## src/rtl/data_unloader_8_if.sv

```systemverilog
// Bridge-read and byte-memory signals of the 8-bit unloader, bundled for port connection.
// The slave modport is the unloader; the master modport is the bridge plus memory side.
interface data_unloader_8_if #(
    parameter int unsigned ADDRESS_SIZE = 15
);
    logic                    bridge_rd;
    logic                    bridge_endian_little;
    logic [31:0]             bridge_addr;
    logic [31:0]             bridge_rd_data;
    logic                    busy;
    logic                    read_en;
    logic [ADDRESS_SIZE-1:0] read_addr;
    logic [7:0]              read_data;

    modport master (
        output bridge_rd, bridge_endian_little, bridge_addr, read_data,
        input  bridge_rd_data, busy, read_en, read_addr
    );

    modport slave (
        input  bridge_rd, bridge_endian_little, bridge_addr, read_data,
        output bridge_rd_data, busy, read_en, read_addr
    );
endinterface

```

## src/rtl/data_unloader_8.sv

```systemverilog
// Services APF bridge reads by fetching four bytes from an 8-bit synchronous
// memory port and presenting them as one 32-bit word in the selected endianness.
module data_unloader_8 #(
    parameter logic [3:0]  ADDRESS_MASK_UPPER_4 = 4'h0,
    parameter int unsigned ADDRESS_SIZE         = 15,
    parameter int unsigned READ_MEM_LATENCY     = 1
) (
    input  logic             clk_74a,
    input  logic             reset,
    data_unloader_8_if.slave bus
);

    localparam int unsigned WORD_W   = 32;
    localparam int unsigned CNT_W    = 2;
    localparam logic [CNT_W-1:0] LAT_LAST = CNT_W'(READ_MEM_LATENCY - 1);

    typedef enum logic [1:0] {
        S_IDLE,
        S_ISSUE,
        S_WAIT,
        S_DONE
    } state_e;

    state_e                  state_q, state_d;
    logic [1:0]              k_q, k_d;
    logic [CNT_W-1:0]        cnt_q, cnt_d;
    logic [ADDRESS_SIZE-1:0] base_q, base_d;
    logic                    little_q, little_d;
    logic [WORD_W-1:0]       stage_q, stage_d;
    logic [WORD_W-1:0]       rd_data_q, rd_data_d;
    logic                    busy_q, busy_d;
    logic                    read_en_q, read_en_d;
    logic [ADDRESS_SIZE-1:0] read_addr_q, read_addr_d;

    logic       accept_c;
    logic [1:0] lane_c;
    logic       unused_addr_c;

    // Address bits outside the memory window and the sub-word offset are don't-care.
    assign unused_addr_c = ^{bus.bridge_addr[27:ADDRESS_SIZE], bus.bridge_addr[1:0]};

    // Acceptance tracks the FSM itself so a new read is taken the cycle after DONE.
    assign accept_c = bus.bridge_rd && (state_q == S_IDLE) &&
                      (bus.bridge_addr[31:28] == ADDRESS_MASK_UPPER_4);

    // Byte k lands in lane k (little) or lane 3-k (big).
    assign lane_c = little_q ? k_q : ~k_q;

    always_comb begin
        state_d     = state_q;
        k_d         = k_q;
        cnt_d       = cnt_q;
        base_d      = base_q;
        little_d    = little_q;
        stage_d     = stage_q;
        rd_data_d   = rd_data_q;
        read_addr_d = read_addr_q;
        read_en_d   = 1'b0;
        busy_d      = (state_q != S_IDLE);

        case (state_q)
            S_IDLE: begin
                if (accept_c) begin
                    base_d   = {bus.bridge_addr[ADDRESS_SIZE-1:2], 2'b00};
                    little_d = bus.bridge_endian_little;
                    k_d      = 2'd0;
                    state_d  = S_ISSUE;
                end
            end
            S_ISSUE: begin
                read_en_d   = 1'b1;
                read_addr_d = base_q + ADDRESS_SIZE'(k_q);
                cnt_d       = '0;
                state_d     = S_WAIT;
            end
            S_WAIT: begin
                if (cnt_q == LAT_LAST) begin
                    stage_d[{lane_c, 3'b000} +: 8] = bus.read_data;
                    if (k_q == 2'd3) begin
                        state_d = S_DONE;
                    end else begin
                        k_d     = k_q + 2'd1;
                        state_d = S_ISSUE;
                    end
                end else begin
                    cnt_d = cnt_q + CNT_W'(1);
                end
            end
            S_DONE: begin
                rd_data_d = stage_q;
                state_d   = S_IDLE;
            end
            default: state_d = S_IDLE;
        endcase
    end

    always_ff @(posedge clk_74a) begin
        if (reset) begin
            state_q     <= S_IDLE;
            k_q         <= 2'd0;
            cnt_q       <= '0;
            base_q      <= '0;
            little_q    <= 1'b0;
            stage_q     <= '0;
            rd_data_q   <= '0;
            busy_q      <= 1'b0;
            read_en_q   <= 1'b0;
            read_addr_q <= '0;
        end else begin
            state_q     <= state_d;
            k_q         <= k_d;
            cnt_q       <= cnt_d;
            base_q      <= base_d;
            little_q    <= little_d;
            stage_q     <= stage_d;
            rd_data_q   <= rd_data_d;
            busy_q      <= busy_d;
            read_en_q   <= read_en_d;
            read_addr_q <= read_addr_d;
        end
    end

    assign bus.bridge_rd_data = rd_data_q;
    assign bus.busy           = busy_q;
    assign bus.read_en        = read_en_q;
    assign bus.read_addr      = read_addr_q;

endmodule
```

## src/flat_wrapper.sv

```systemverilog
// flat-port wrapper written by rule: the top's interface ports become plain ports
module data_unloader_8_flat 
#(
    parameter logic [3:0]  ADDRESS_MASK_UPPER_4 = 4'h0,
    parameter int unsigned ADDRESS_SIZE         = 15,
    parameter int unsigned READ_MEM_LATENCY     = 1
)
  (clk_74a, reset, bus_bridge_rd, bus_bridge_endian_little, bus_bridge_addr, bus_read_data, bus_bridge_rd_data, bus_busy, bus_read_en, bus_read_addr);
  data_unloader_8_if #(.ADDRESS_SIZE(ADDRESS_SIZE)) bus_i ();
  input  logic clk_74a;
  input  logic reset;
  input wire logic [$bits(bus_i.bridge_rd)-1:0] bus_bridge_rd;
  input wire logic [$bits(bus_i.bridge_endian_little)-1:0] bus_bridge_endian_little;
  input wire logic [$bits(bus_i.bridge_addr)-1:0] bus_bridge_addr;
  input wire logic [$bits(bus_i.read_data)-1:0] bus_read_data;
  output wire logic [$bits(bus_i.bridge_rd_data)-1:0] bus_bridge_rd_data;
  output wire logic [$bits(bus_i.busy)-1:0] bus_busy;
  output wire logic [$bits(bus_i.read_en)-1:0] bus_read_en;
  output wire logic [$bits(bus_i.read_addr)-1:0] bus_read_addr;
  assign bus_i.bridge_rd = bus_bridge_rd;
  assign bus_i.bridge_endian_little = bus_bridge_endian_little;
  assign bus_i.bridge_addr = bus_bridge_addr;
  assign bus_i.read_data = bus_read_data;
  assign bus_bridge_rd_data = bus_i.bridge_rd_data;
  assign bus_busy = bus_i.busy;
  assign bus_read_en = bus_i.read_en;
  assign bus_read_addr = bus_i.read_addr;
  data_unloader_8 #(.ADDRESS_MASK_UPPER_4(ADDRESS_MASK_UPPER_4), .ADDRESS_SIZE(ADDRESS_SIZE), .READ_MEM_LATENCY(READ_MEM_LATENCY)) u_core (.clk_74a(clk_74a), .reset(reset), .bus(bus_i));
endmodule
```

## config.mk

```make
export PLATFORM = sky130hd
export DESIGN_NAME = data_unloader_8_flat
export DESIGN_NICKNAME = d
export VERILOG_FILES = /design/src/rtl/data_unloader_8_if.sv /design/src/rtl/data_unloader_8.sv /design/src/flat_wrapper.sv
export SDC_FILE = /design/constraint.sdc
export NUM_CORES = 1
export LEC_CHECK = 0
export BUFFER_PORTS_ARGS = -buffer_cell sky130_fd_sc_hd__buf_2
export CAP_MARGIN = 20
export CORE_MARGIN = 2
export CORE_UTILIZATION = 48
export DETAILED_ROUTE_END_ITERATION = 10
export PLACE_DENSITY = 0.82
export SYNTH_ARGS = -nofsm -noshare
export SYNTH_HDL_FRONTEND = slang
export SYNTH_SLANG_ARGS = --single-unit
```

## constraint.sdc

```tcl
create_clock -name clk_74a -period 2.3 [get_ports clk_74a]
set_clock_uncertainty 0.2 [all_clocks]
set_input_delay 0.46 -clock clk_74a [delete_from_list [all_inputs] [get_ports clk_74a]]
set_output_delay 0.46 -clock clk_74a [all_outputs]
set_load 0.03 [all_outputs]
```

Yosys cells after proc, flatten, opt, wreduce, memory -nomap -nowiden
Cells that the tools add are included.

word-level totals
  bits in registers = 101
  bits of input ports = 44
  output and inout bits = 49

cells by class
  add/subtract/negate cells = 4
  equality and inequality tests = 8
  shift operators = 2
  muxes and demuxes = 13
  bitwise gates (word level) = 1
  reductions and logical operators = 13

operators with widths
  cell                                                                      number
  32-bit bitwise mux                                                        1
  8-bit by 7-bit variable shift with 32-bit output (first input constant)   1
  8-bit by 7-bit indexed part select with 32-bit output                     1
  2-bit two-way mux                                                         8
  15-bit by 2-bit adder with 15-bit output                                  1
  2-bit case mux with 2 select lines                                        2
  2-bit case mux with 4 select lines                                        1
  2-bit AND reduction                                                       4
  5-bit negator with 7-bit output                                           1
  2-bit == test (second input constant)                                     3
  2-bit nonzero test                                                        3
  2-bit by 1-bit adder with 2-bit output (second input constant)            2
  2-bit zero test                                                           2
  4-bit zero test                                                           1
  2-bit by 1-bit inequality test with 1-bit output (second input constant)  2
  2-bit inequality test (second input constant)                             2
  4-bit AND reduction                                                       1
  2-bit by 1-bit == test with 1-bit output (second input constant)          1
  1-bit logical AND                                                         2
  2-bit inverter                                                            1
  1-bit two-way mux                                                         1

Depth between registers and ports, before layout
  depth after elaboration = 5
  mapped depth = 9
  depth with buffers taken out = 6

Worst setup path after synthesis
Ideal clock, no wire load.

  kind = register to register
  start point = register u_core.k_q[0]
  end point = register u_core.stage_q[21]
  data arrival time = 2021 ps
  data required time = 2008 ps
  setup slack = -14 ps
  stages on the path, launching flop included = 9
  path buffers = 3
  path through = dfxtp_1 > buf_2 > xnor2_1 > clkbuf_1 > inv_1 > ha_1 > or2_2 > buf_1 > o32ai_1

on the way
  longest elaborated chain between the ends = 5

RTL lines
  what                                                                                                                       RTL line                source
  from (decl)                                                                                                                data_unloader_8.sv:25   logic [1:0] k_q, k_d;
  from (signal assigned)                                                                                                     data_unloader_8.sv:111  k_q <= k_d;
  2-bit inverter                                                                                                             data_unloader_8.sv:47   assign lane_c = little_q ? k_q : ~k_q;
  2-bit two-way mux *                                                                                                        data_unloader_8.sv:47
  5-bit negator with 7-bit output *                                                                                          data_unloader_8.sv:78   stage_d[{lane_c, 3'b000} +: 8] = bus.read_data;
  8-bit by 7-bit indexed part select with 32-bit output or 8-bit by 7-bit variable shift with 32-bit output (tied branches)  data_unloader_8.sv:78
  32-bit bitwise mux *                                                                                                       data_unloader_8.sv:78
  to (signal assigned)                                                                                                       data_unloader_8.sv:115  stage_q <= stage_d;
  to (decl)                                                                                                                  data_unloader_8.sv:29   logic [WORD_W-1:0] stage_q, stage_d;

Every way passes the cells marked *; elsewhere a longest branch is shown, timed or not.
A chain may end at the register's enable or synchronous reset.

Worst setup path in the final report
  start point = register u_core.little_q
  end point = register u_core.stage_q[10]

on the way
  longest elaborated chain between the ends = 4

RTL lines
  what                                                                                                                       RTL line                source
  from (decl)                                                                                                                data_unloader_8.sv:28   logic little_q, little_d;
  from (signal assigned)                                                                                                     data_unloader_8.sv:114  little_q <= little_d;
  2-bit two-way mux *                                                                                                        data_unloader_8.sv:47
  5-bit negator with 7-bit output *                                                                                          data_unloader_8.sv:78
  8-bit by 7-bit indexed part select with 32-bit output or 8-bit by 7-bit variable shift with 32-bit output (tied branches)  data_unloader_8.sv:78
  32-bit bitwise mux *                                                                                                       data_unloader_8.sv:78

Marked as above.

==> impl_metrics.yaml <==
status:
  status: "finished clean"
finish:
  antenna_cells: 0
  areaGrowthSynthToFinish_pct: 16.2
  layout-drive-gt1-share: 0.212
  fin_nets: 597
  n_fill_cell: 734
  final_area_um2: 4790
  post-route-util: 0.580
  register_area_um2: 2020
  layout_commonest_cell: "nand2_1"
  final_cell_mix: "nand2_1, dfxtp_1, buf_2"
  multi_input_area_um2: 1880
sta:
  setup_viol: 0
  max_freq_mhz: 475
  worst_slew_pin_slew_ns: 0.515
  setup_tns_ns: 0
  layout_setup_ws_ns: 0.195
  drv_slew: 0
  relSlewSlack: 0.657
  rsz0062_at_grt: "no"
  period_minus_slack_ns: 2.11
  finalHoldViolCount: 0
  period_share: 0.915
clock_network:
  cts.sink_count: 101
  cts-buffers-inserted: 9
  clock_latency_ns: 0.37
  cts_tree: "yes"
  cts-htree-levels: 3
  clk_pin_slew_ns: 0.10
  clockBufferDepth: 2
  cts-root-buf: "clkbuf_8"
  postCtsHoldBufs: 0
hold_path:
  min_to: "u_core.base_q[7]"
  hp-start: "bus_bridge_addr[7]"
  holdPathStages: 3
  worstHoldPathType: "in -> reg"
yosys:
  netlist.area_leader.share: 0.491
  ys_ff_latch: 101
  syn_nets: 533
  ys_seq_area_frac: 0.491
  synth_area_leaders: "dfxtp_1, nand2_1, a21oi_1"
  synth.avg_cell_area_um2: 8.51
  synth_top_area_cell: "dfxtp_1"
  ys_warn_count: 0
  syn_inst: 484
  synth.distinct_cells: 38
  synth_area_um2: 4120
global_route:
  grtUsageTotal: 0.190
  grt_pass1_vias: 3278
  grt_overflow_total: 0
  grt_max_degree: 40
  grt_antenna_before_repair: 0
  grt_pass1_wl_um: 15000
power:
  p_switching_mw: 0.734
  clockPowerShare: 0.365
  powerDensity_nw_per_um2: 623
  pwr-share-seq: 0.588
  p_leak_nw: 1.80
  max-vdd-ir-drop_v: 0.000355
  p_comb_frac: 0.046
  power.total_mw: 2.98
  swShare: 0.246
  power.internal_mw: 2.25
floorplan:
  dieWidth_um: 96.7
  initial_core_util: 0.499
  die_h_um: 96.7
  rows: 33
  core_region_area_um2: 8260
  die_area_um2: 9340
  io_pins: 93
detailed_routing:
  drt_iter0_markers: 110
  drc_errors: 0
  viasPerCell: 5.31
  dr.pass1.iters: 4
  wirelength_um: 8870
  vias: 3491
  wl_per_cell_um: 13.5
  antenna_left: 0
worst_setup_path:
  crit_arrival_ns: 2.18
  endpoint_kind: "flop"
  crit_path_start_kind: "flop"
  required_ns: 2.38
  r2r_start: "u_core.little_q"
  crit_type: "reg -> reg"
  critPathMaxFanout: 10
  r2r-end: "u_core.stage_q[10]"
  rr_worst_depth: 6
  rrSetupSlack_ns: 0.19
placement:
  pre_cts_ws_ns: 0.205
  gp_congestion: 0.858
  dp_hpwl_um: 6300
  placed_area_um2: 4600
  portBuffers: 77
job:
  cap_violations: 0
-- per-stage QoR --
step,hold WS [ns],instances
after floorplan,0.228,484
after global placement,0.238,642
after detailed placement,0.243,642
after CTS,0.124,658
after global routing,0.136,658
final,0.122,658
-- cells by family (layout without fill, tap and decap cells) --
kind of cell | Yosys count | count (layout) | share of synthesized area
AO/OA/AOI/OAI | 107 | 107 | 0.155
XOR/XNOR | 2 | 2 | 0.00425
adder cells (fa/ha/maj) | 5 | 5 | 0.0152
buffers and inverters | 52 | 121 | 0.0522
flip-flops | 101 | 101 | 0.491
multiplexers | 16 | 16 | 0.0389
AND/OR/NAND/NOR | 201 | 201 | 0.244
-- cell usage after synthesis --
master / n
or4b_4: 1
inv_1: 13
nand3b_1: 3
xnor2_1: 2
and2b_1: 1
nand2_1: 105
nor3_1: 1
and2_0: 1
or2_2: 1
buf_1: 4
dfxtp_1: 101
a21o_1: 2
nor4b_2: 1
mux2i_1: 16
nand3_1: 24
a211oi_1: 1
or3b_4: 1
o21bai_1: 1
buf_4: 1
and3b_1: 2
nor2_1: 4
nor3b_1: 3
o21a_1: 1
o21ai_1: 11
or3_1: 1
buf_2: 13
and2_1: 1
and4b_1: 3
or3_4: 1
nor2b_1: 11
o32ai_1: 17
clkbuf_1: 21
a21oi_4: 2
ha_1: 5
nand2b_1: 36
o21ai_0: 5
a21oi_1: 66
o21ai_2: 1
-- how the worst max path moves through the flow --
stage                    start                 end  slack (ns)  depth (start not counted)
6_report       u_core.little_q  u_core.stage_q[10]        0.19                          6
5_1_grt        u_core.little_q  u_core.stage_q[15]        0.04                          6
4_1_cts          u_core.k_q[1]  u_core.stage_q[14]        0.18                          6
3_3_place_gp     u_core.k_q[1]   u_core.stage_q[8]        0.28                          6
2_1_floorplan    u_core.k_q[0]  u_core.stage_q[21]        0.09                          8
3_5_place_dp     u_core.k_q[1]  u_core.stage_q[14]        0.20                          6
-- what timing repair did --
item / CTS / global route
gates resized for setup: 0 / 1
buffers inserted: 0 / 0
setup endpoints to repair: 0 / 8
-- worst max-delay path: stages, from the launching register on --
cell and delay [ns]:
dfxtp_1 0.34, xnor2_1 0.21, buf_4 0.20, ha_1 0.15, and4b_1 0.39, nand3_1 0.32
o32ai_1 0.21
-- per-layer routing --
layer	vias up	wire length (um)	GRT usage
met5	-	0	0
met4	0	116	0.0618
met3	12	532	0.0419
met2	99	4280	0.319
met1	1626	3930	0.243
li1	1754	-	-
-- sequential cells by signal, indices dropped and copies added (netlist names) --
register	flops
u_core.bus.read_addr	15
u_core.bus.busy	1
u_core.little_q	1
u_core.bus.read_en	1
u_core.base_q	13
u_core.stage_q	32
u_core.cnt_q	2
u_core.bus.bridge_rd_data	32
u_core.state_q	2
u_core.k_q	2
-- layout make-up --
| class | count | share of cell area |
|---|---|---|
| Multi-Input combinational cell | 331 | 0.393 |
| Inverter | 13 | 0.0102 |
| Tap cell | 105 | 0.0274 |
| Clock inverter | 6 | 0.0115 |
| Clock buffer | 10 | 0.0287 |
| Sequential cell | 101 | 0.422 |
| Timing Repair Buffer | 92 | 0.107 |
-- power by group through the flow --
stage	clock network (mW)	registers, mW	logic, mW
after floorplan	0	1.80	0.0848
after global placement	0	1.80	0.133
after detailed placement	0	1.80	0.136
after CTS	1.10	1.76	0.138
after global routing	1.18	1.76	0.151
final	1.09	1.76	0.138
(Power assumes the default switching activity.)
